$ cat src/rtl/multireg_write_arbiter.sv
// multireg_write_arbiter
// Round-robin write arbiter and sequencer for the A/B/C register bank.
// One requester is granted at a time. Its destination and data are latched,
// and one write cycle is driven on Data_Bus with a one-hot enable. The next
// cycle returns an acknowledge to that requester.
//
// Ports
//   Clock            rising-edge clock
//   Reset            asynchronous, active-low reset
//   req[2:0]         per-requester level request, held until acknowledged
//   dest0..dest2     per-requester destination (0=A, 1=B, 2=C, 3=invalid)
//   data0..data2     per-requester write data
//   ack[2:0]         one-cycle acknowledge to the granted requester
//   err              pulses with ack when the destination was invalid
//   busy             high while a transaction is in flight (WRITE/ACK)
//   grant_id[1:0]    index of the current or last granted requester
//   Data_Bus         write data to the bank, zero outside the write cycle
//   A_EN/B_EN/C_EN   bank write enables, at most one high
module multireg_write_arbiter #(
    parameter int unsigned DW = 8
) (
    input  logic          Clock,
    input  logic          Reset,
    input  logic [2:0]    req,
    input  logic [1:0]    dest0,
    input  logic [1:0]    dest1,
    input  logic [1:0]    dest2,
    input  logic [DW-1:0] data0,
    input  logic [DW-1:0] data1,
    input  logic [DW-1:0] data2,
    output logic [2:0]    ack,
    output logic          err,
    output logic          busy,
    output logic [1:0]    grant_id,
    output logic [DW-1:0] Data_Bus,
    output logic          A_EN,
    output logic          B_EN,
    output logic          C_EN
);

    localparam int unsigned NREQ = 3;
    localparam int unsigned IDW  = 2;

    localparam logic [IDW-1:0] DEST_INVALID = IDW'(3);

    typedef enum logic [1:0] {
        IDLE  = 2'd0,
        WRITE = 2'd1,
        ACK   = 2'd2
    } state_t;

    state_t state_q, state_d;

    logic [IDW-1:0]  ptr_q, ptr_d;
    logic [IDW-1:0]  grant_id_q, grant_id_d;
    logic [IDW-1:0]  dest_q, dest_d;
    logic [NREQ-1:0] ack_q, ack_d;
    logic            err_q, err_d;
    logic            busy_q, busy_d;
    logic [DW-1:0]   data_bus_q, data_bus_d;
    logic [2:0]      en_q, en_d;

    logic [IDW-1:0]  win_idx;
    logic [IDW-1:0]  win_next_ptr;
    logic [IDW-1:0]  win_dest;
    logic [DW-1:0]   win_data;

    // Destination to one-hot {C,B,A} enable; invalid destination enables nothing.
    function automatic logic [2:0] decode_en(input logic [IDW-1:0] d);
        logic [2:0] e;
        case (d)
            IDW'(0): e = 3'b001;
            IDW'(1): e = 3'b010;
            IDW'(2): e = 3'b100;
            default: e = 3'b000;
        endcase
        return e;
    endfunction

    // Round-robin pick: search starts at the pointer and wraps mod 3.
    // Only consulted when at least one request is present.
    always_comb begin
        win_idx = IDW'(0);
        case (ptr_q)
            IDW'(1): begin
                if (req[1])      win_idx = IDW'(1);
                else if (req[2]) win_idx = IDW'(2);
                else             win_idx = IDW'(0);
            end
            IDW'(2): begin
                if (req[2])      win_idx = IDW'(2);
                else if (req[0]) win_idx = IDW'(0);
                else             win_idx = IDW'(1);
            end
            default: begin
                if (req[0])      win_idx = IDW'(0);
                else if (req[1]) win_idx = IDW'(1);
                else             win_idx = IDW'(2);
            end
        endcase
    end

    // Winner's payload and the pointer that follows it.
    always_comb begin
        win_dest     = dest0;
        win_data     = data0;
        win_next_ptr = IDW'(1);
        case (win_idx)
            IDW'(1): begin
                win_dest     = dest1;
                win_data     = data1;
                win_next_ptr = IDW'(2);
            end
            IDW'(2): begin
                win_dest     = dest2;
                win_data     = data2;
                win_next_ptr = IDW'(0);
            end
            default: begin
                win_dest     = dest0;
                win_data     = data0;
                win_next_ptr = IDW'(1);
            end
        endcase
    end

    // Next-state and registered-output logic.
    always_comb begin
        state_d    = state_q;
        ptr_d      = ptr_q;
        grant_id_d = grant_id_q;
        dest_d     = dest_q;
        ack_d      = '0;
        err_d      = 1'b0;
        busy_d     = 1'b0;
        data_bus_d = '0;
        en_d       = 3'b000;

        case (state_q)
            IDLE: begin
                if (req != '0) begin
                    state_d    = WRITE;
                    ptr_d      = win_next_ptr;
                    grant_id_d = win_idx;
                    dest_d     = win_dest;
                    busy_d     = 1'b1;
                    // Bus and enable are loaded now so they appear in the WRITE cycle.
                    data_bus_d = win_data;
                    en_d       = decode_en(win_dest);
                end
            end
            WRITE: begin
                state_d = ACK;
                busy_d  = 1'b1;
                ack_d   = NREQ'(1) << grant_id_q;
                err_d   = (dest_q == DEST_INVALID);
            end
            ACK: begin
                state_d = IDLE;
            end
            default: begin
                state_d = IDLE;
            end
        endcase
    end

    // State and output registers.
    always_ff @(posedge Clock or negedge Reset) begin
        if (!Reset) begin
            state_q    <= IDLE;
            ptr_q      <= '0;
            grant_id_q <= '0;
            dest_q     <= '0;
            ack_q      <= '0;
            err_q      <= 1'b0;
            busy_q     <= 1'b0;
            data_bus_q <= '0;
            en_q       <= 3'b000;
        end else begin
            state_q    <= state_d;
            ptr_q      <= ptr_d;
            grant_id_q <= grant_id_d;
            dest_q     <= dest_d;
            ack_q      <= ack_d;
            err_q      <= err_d;
            busy_q     <= busy_d;
            data_bus_q <= data_bus_d;
            en_q       <= en_d;
        end
    end

    assign ack      = ack_q;
    assign err      = err_q;
    assign busy     = busy_q;
    assign grant_id = grant_id_q;
    assign Data_Bus = data_bus_q;
    assign A_EN     = en_q[0];
    assign B_EN     = en_q[1];
    assign C_EN     = en_q[2];

endmodule

$ cat config.mk
export PLATFORM = sky130hd
export DESIGN_NAME = multireg_write_arbiter
export DESIGN_NICKNAME = d
export VERILOG_FILES = /design/src/rtl/multireg_write_arbiter.sv
export SDC_FILE = /design/constraint.sdc
export NUM_CORES = 1
export LEC_CHECK = 0
export ABC_AREA = 1
export CAP_MARGIN = 20
export CORE_AREA = 5 5 58 60
export DETAILED_ROUTE_END_ITERATION = 10
export DIE_AREA = 0 0 63 65
export GPL_ROUTABILITY_DRIVEN = 0
export PLACE_DENSITY = 0.82
export SLEW_MARGIN = 40
export SYNTH_ARGS = -nofsm -noshare
export SYNTH_HDL_FRONTEND = slang
export SYNTH_SLANG_ARGS = --single-unit
export TNS_END_PERCENT = 5
$ cat constraint.sdc
create_clock -name Clock -period 3.05 [get_ports Clock]
set_input_delay 0.305 -clock Clock [delete_from_list [all_inputs] [get_ports Clock]]
set_output_delay 0.305 -clock Clock [all_outputs]
set_load 0.05 [all_outputs]
==> impl_results.md <==
* Outcome: completed
* DR vias at 1091
* Top Layer Used: met4
* Worst reg2reg path endpoint: dest_q[0]
* H-tree depth at 1
* Worst path bufs/invs at 5
* Maximum vdd ir drop at 0.814 mV
* Post-route ant nets at 0
* Design area at 1740 um^2
* Area of the multi-input gates at 485 um^2
* Vias in the first global route at roughly 1100
* Hold Buf Count CTS at 1
* CTS clock-pin slew for the worst setup and hold paths at 0.12 ns
* Io pins at 53
* NumNets Final at 227
* Die Y at 65 um
* Critical path's slowest cell: ha_1
* CP required at 3.25 ns
* Clk pwr share at 8.7%
* TritonCTS clock tree: yes
* Clock buffer depth at 2
* P&R area growth vs syn at 47.8%
* Area of the die at 4100 um^2
* Post-synthesis cell type count at 20
* Routed met2 length at 1.46 mm
* Syn nets at about 170
* Critical path's largest stage delay at 0.48 ns
* Post-synthesis cell area at 1180 um^2
* FP Rows at 20
* # fillers at 263
* Die X at 63 um
* Post-DR vias/cell at between 4 and 5
* WL met3 at 296 um
* Unrepaired setup endpoints after global routing: no
* Post-Syn Area per Cell at 8.79 um^2
* Min Tclk post-route at ~2.3 ns
* R2R Path Start: ptr_q[0]
* Final max-slew violation count at 0
* CP Capture Point: dest_q[0]
* Synth warnings at 0
* Largest net degree at the start of global routing at 25
* DP HPWL at 2.35 mm
* Final std cells w/o fill at ~220
* Port Buf Inserts at 52
* Comb power frac at around 65%
* CTS root buffer: clkbuf_4
* Most frequent cells in the layout: 51 x clkdlybuf4s50_1, 44 x nand2_1, 24 x dfrtp_1
* Cells after Synth at between 100 and 150
* FF-to-FF setup slack at 0.77 ns
* First-pass GRT wire length at around 5 mm
* Most frequent CP cell: inv_1
* Antenna violations before repair at 0
* Drt drc at 0
* Switching Share at 51.1%
* Share of post-route cells with drive strength above 1 at 9.14%
* Max-cap violations at 0
* Internal Power at 0.000906 W
* Net Switching at 0.000948 W
* Design Power at approximately 0.0019 W
* Worst-path cell chain: inv_1, ha_1, inv_1, nand2_1, nand2_1, inv_1, ha_1, inv_1, nand2_1, nand2_1, inv_1, o21ai_1
* Inst Count DP at around 210
* Drt pass-1 iters at 4
* Crit path capture type: register
* Sequential power share at a little over a quarter
* Max Fclk at 438 MHz
* CP top delay family: adder cells
* Total wire length after detailed routing at ~2.9 mm
* Clock Latency Late Sink at 0.31 ns
* Crit path launch type: register
* # diodes at 0
* Per-cell routed wire length at 13.2 um
* Post-synthesis register bit count at 24
* Worst Path Max Fanout at 11
* Final setup TNS at 0 ns
* Reg area at between 600 and 700 um^2
* Starting Density at 40.9%
* Critical path depth at 12
* Worst-case hold slack at 0.481 ns
* Number of CTS-inserted buffers at 3
* Setup Viol. Count Final at 0
* Power per Cell Area at roughly 1100 nW/um^2
* Cell Area, Placed at 1690 um^2
* Commonest non-fill, non-tap cell in the layout: clkdlybuf4s50_1
* WL met1 at 1.11 mm
* Tot GR Track Use at 15.0%
* Seq/Total Area, Yosys at 51.0%
* Final worst path period share at 74.9%
* Worst EP arrival at between 2 and 2.5 ns
* Hold WC Path Type: primary input to async pin
* Critical path startpoint: ptr_q[0]
* Worst-Margin Slew at 0.507 ns
* Critical path class: register to register
* Rel. slew slack at 66.1%
* Post-CTS Repair Setup Buffers at 0
* Core area at 2880 um^2
* Initial detailed-routing violation count at 14
* Gr ovfl total at 0
* # clock sinks at 24
* R2R depth at 12
* Post_cts resized at 0
* Endpoints failing hold at 0
* Pleak at a little over 0.8 nW
* Clock Skew at about 0.0044 ns
==> cell usage after synthesis, drive strengths merged <==
cell type / instances / area (um^2)
nor3: 2 / 10.0
ha: 5 / 62.6
nor2: 16 / 65.1
a211oi: 8 / 90.1
inv: 13 / 51.3
buf: 5 / 40.0
o21ai: 3 / 15.0
nand3: 4 / 20.0
nand2: 46 / 183
a21oi: 8 / 40.0
dfrtp: 24 / 601
==> metal layers <==
layer | vias to the layer above | GRT usage [%]
met5 | - | 0
met1 | 501 | 17.4
li1 | 524 | -
met4 | 0 | 3.98
met2 | 61 | 26.9
met3 | 5 | 4.16
==> metrics by stage <==
stage	utilization (%)	setup slack [ns]
6_report	60.5	0.766
5_1_grt	60.5	0.549
4_1_cts	60.5	0.776
3_5_place_dp	58.9	0.591
3_3_place_gp	59.0	0.748
2_1_floorplan	-	1.25
==> registers in the layout, indices dropped and copies added, names as in the netlist <==
name,cells
Data_Bus,8
ack,3
en_q,3
dest_q,2
grant_id,2
ptr_q,2
state_q,2
busy,1
err,1
==> cell families (layout without fill, tap and decap cells) <==
group           Yosys count  count (layout)  synth area share (%)
compound gates           19              19                  12.3
simple gates             68              68                  23.6
buf+inv                  18              70                  7.76
fa+ha+maj                 5               5                  5.31
flops                    24              24                  51.0
==> how the worst min path moves through the flow <==
stage,startpoint,to,slack (ns),cells after the start
2_1_floorplan,Reset,Data_Bus[0],0.009,0
3_3_place_gp,state_q[1],state_q[1],0.45,1
3_5_place_dp,Reset,ack[0],0.31,1
4_1_cts,Reset,ack[0],0.51,2
5_1_grt,state_q[1],state_q[1],0.51,1
6_report,Reset,ack[0],0.48,2
==> power by group through the flow <==
stage / Combinational [W] / Clock (W) / Sequential [W]
final: 0.00120 / 0.000161 / 0.000495
after global routing: 0.00131 / 0.000183 / 0.000509
after CTS: 0.00120 / 0.000165 / 0.000497
after detailed placement: 0.00119 / 0 / 0.000503
after global placement: 0.00115 / 0 / 0.000499
after floorplan: 0.000630 / 0 / 0.000768
==> area by class of cell <==
class,instances,share of cell area (%)
Sequential cell,24,34.5
Clock buffer,4,2.08
Inverter,13,2.95
Tap cell,33,2.37
Timing Repair Buffer,53,30.2
Multi-Input combinational cell,92,27.9
Power figures use the tool's default switching activity.
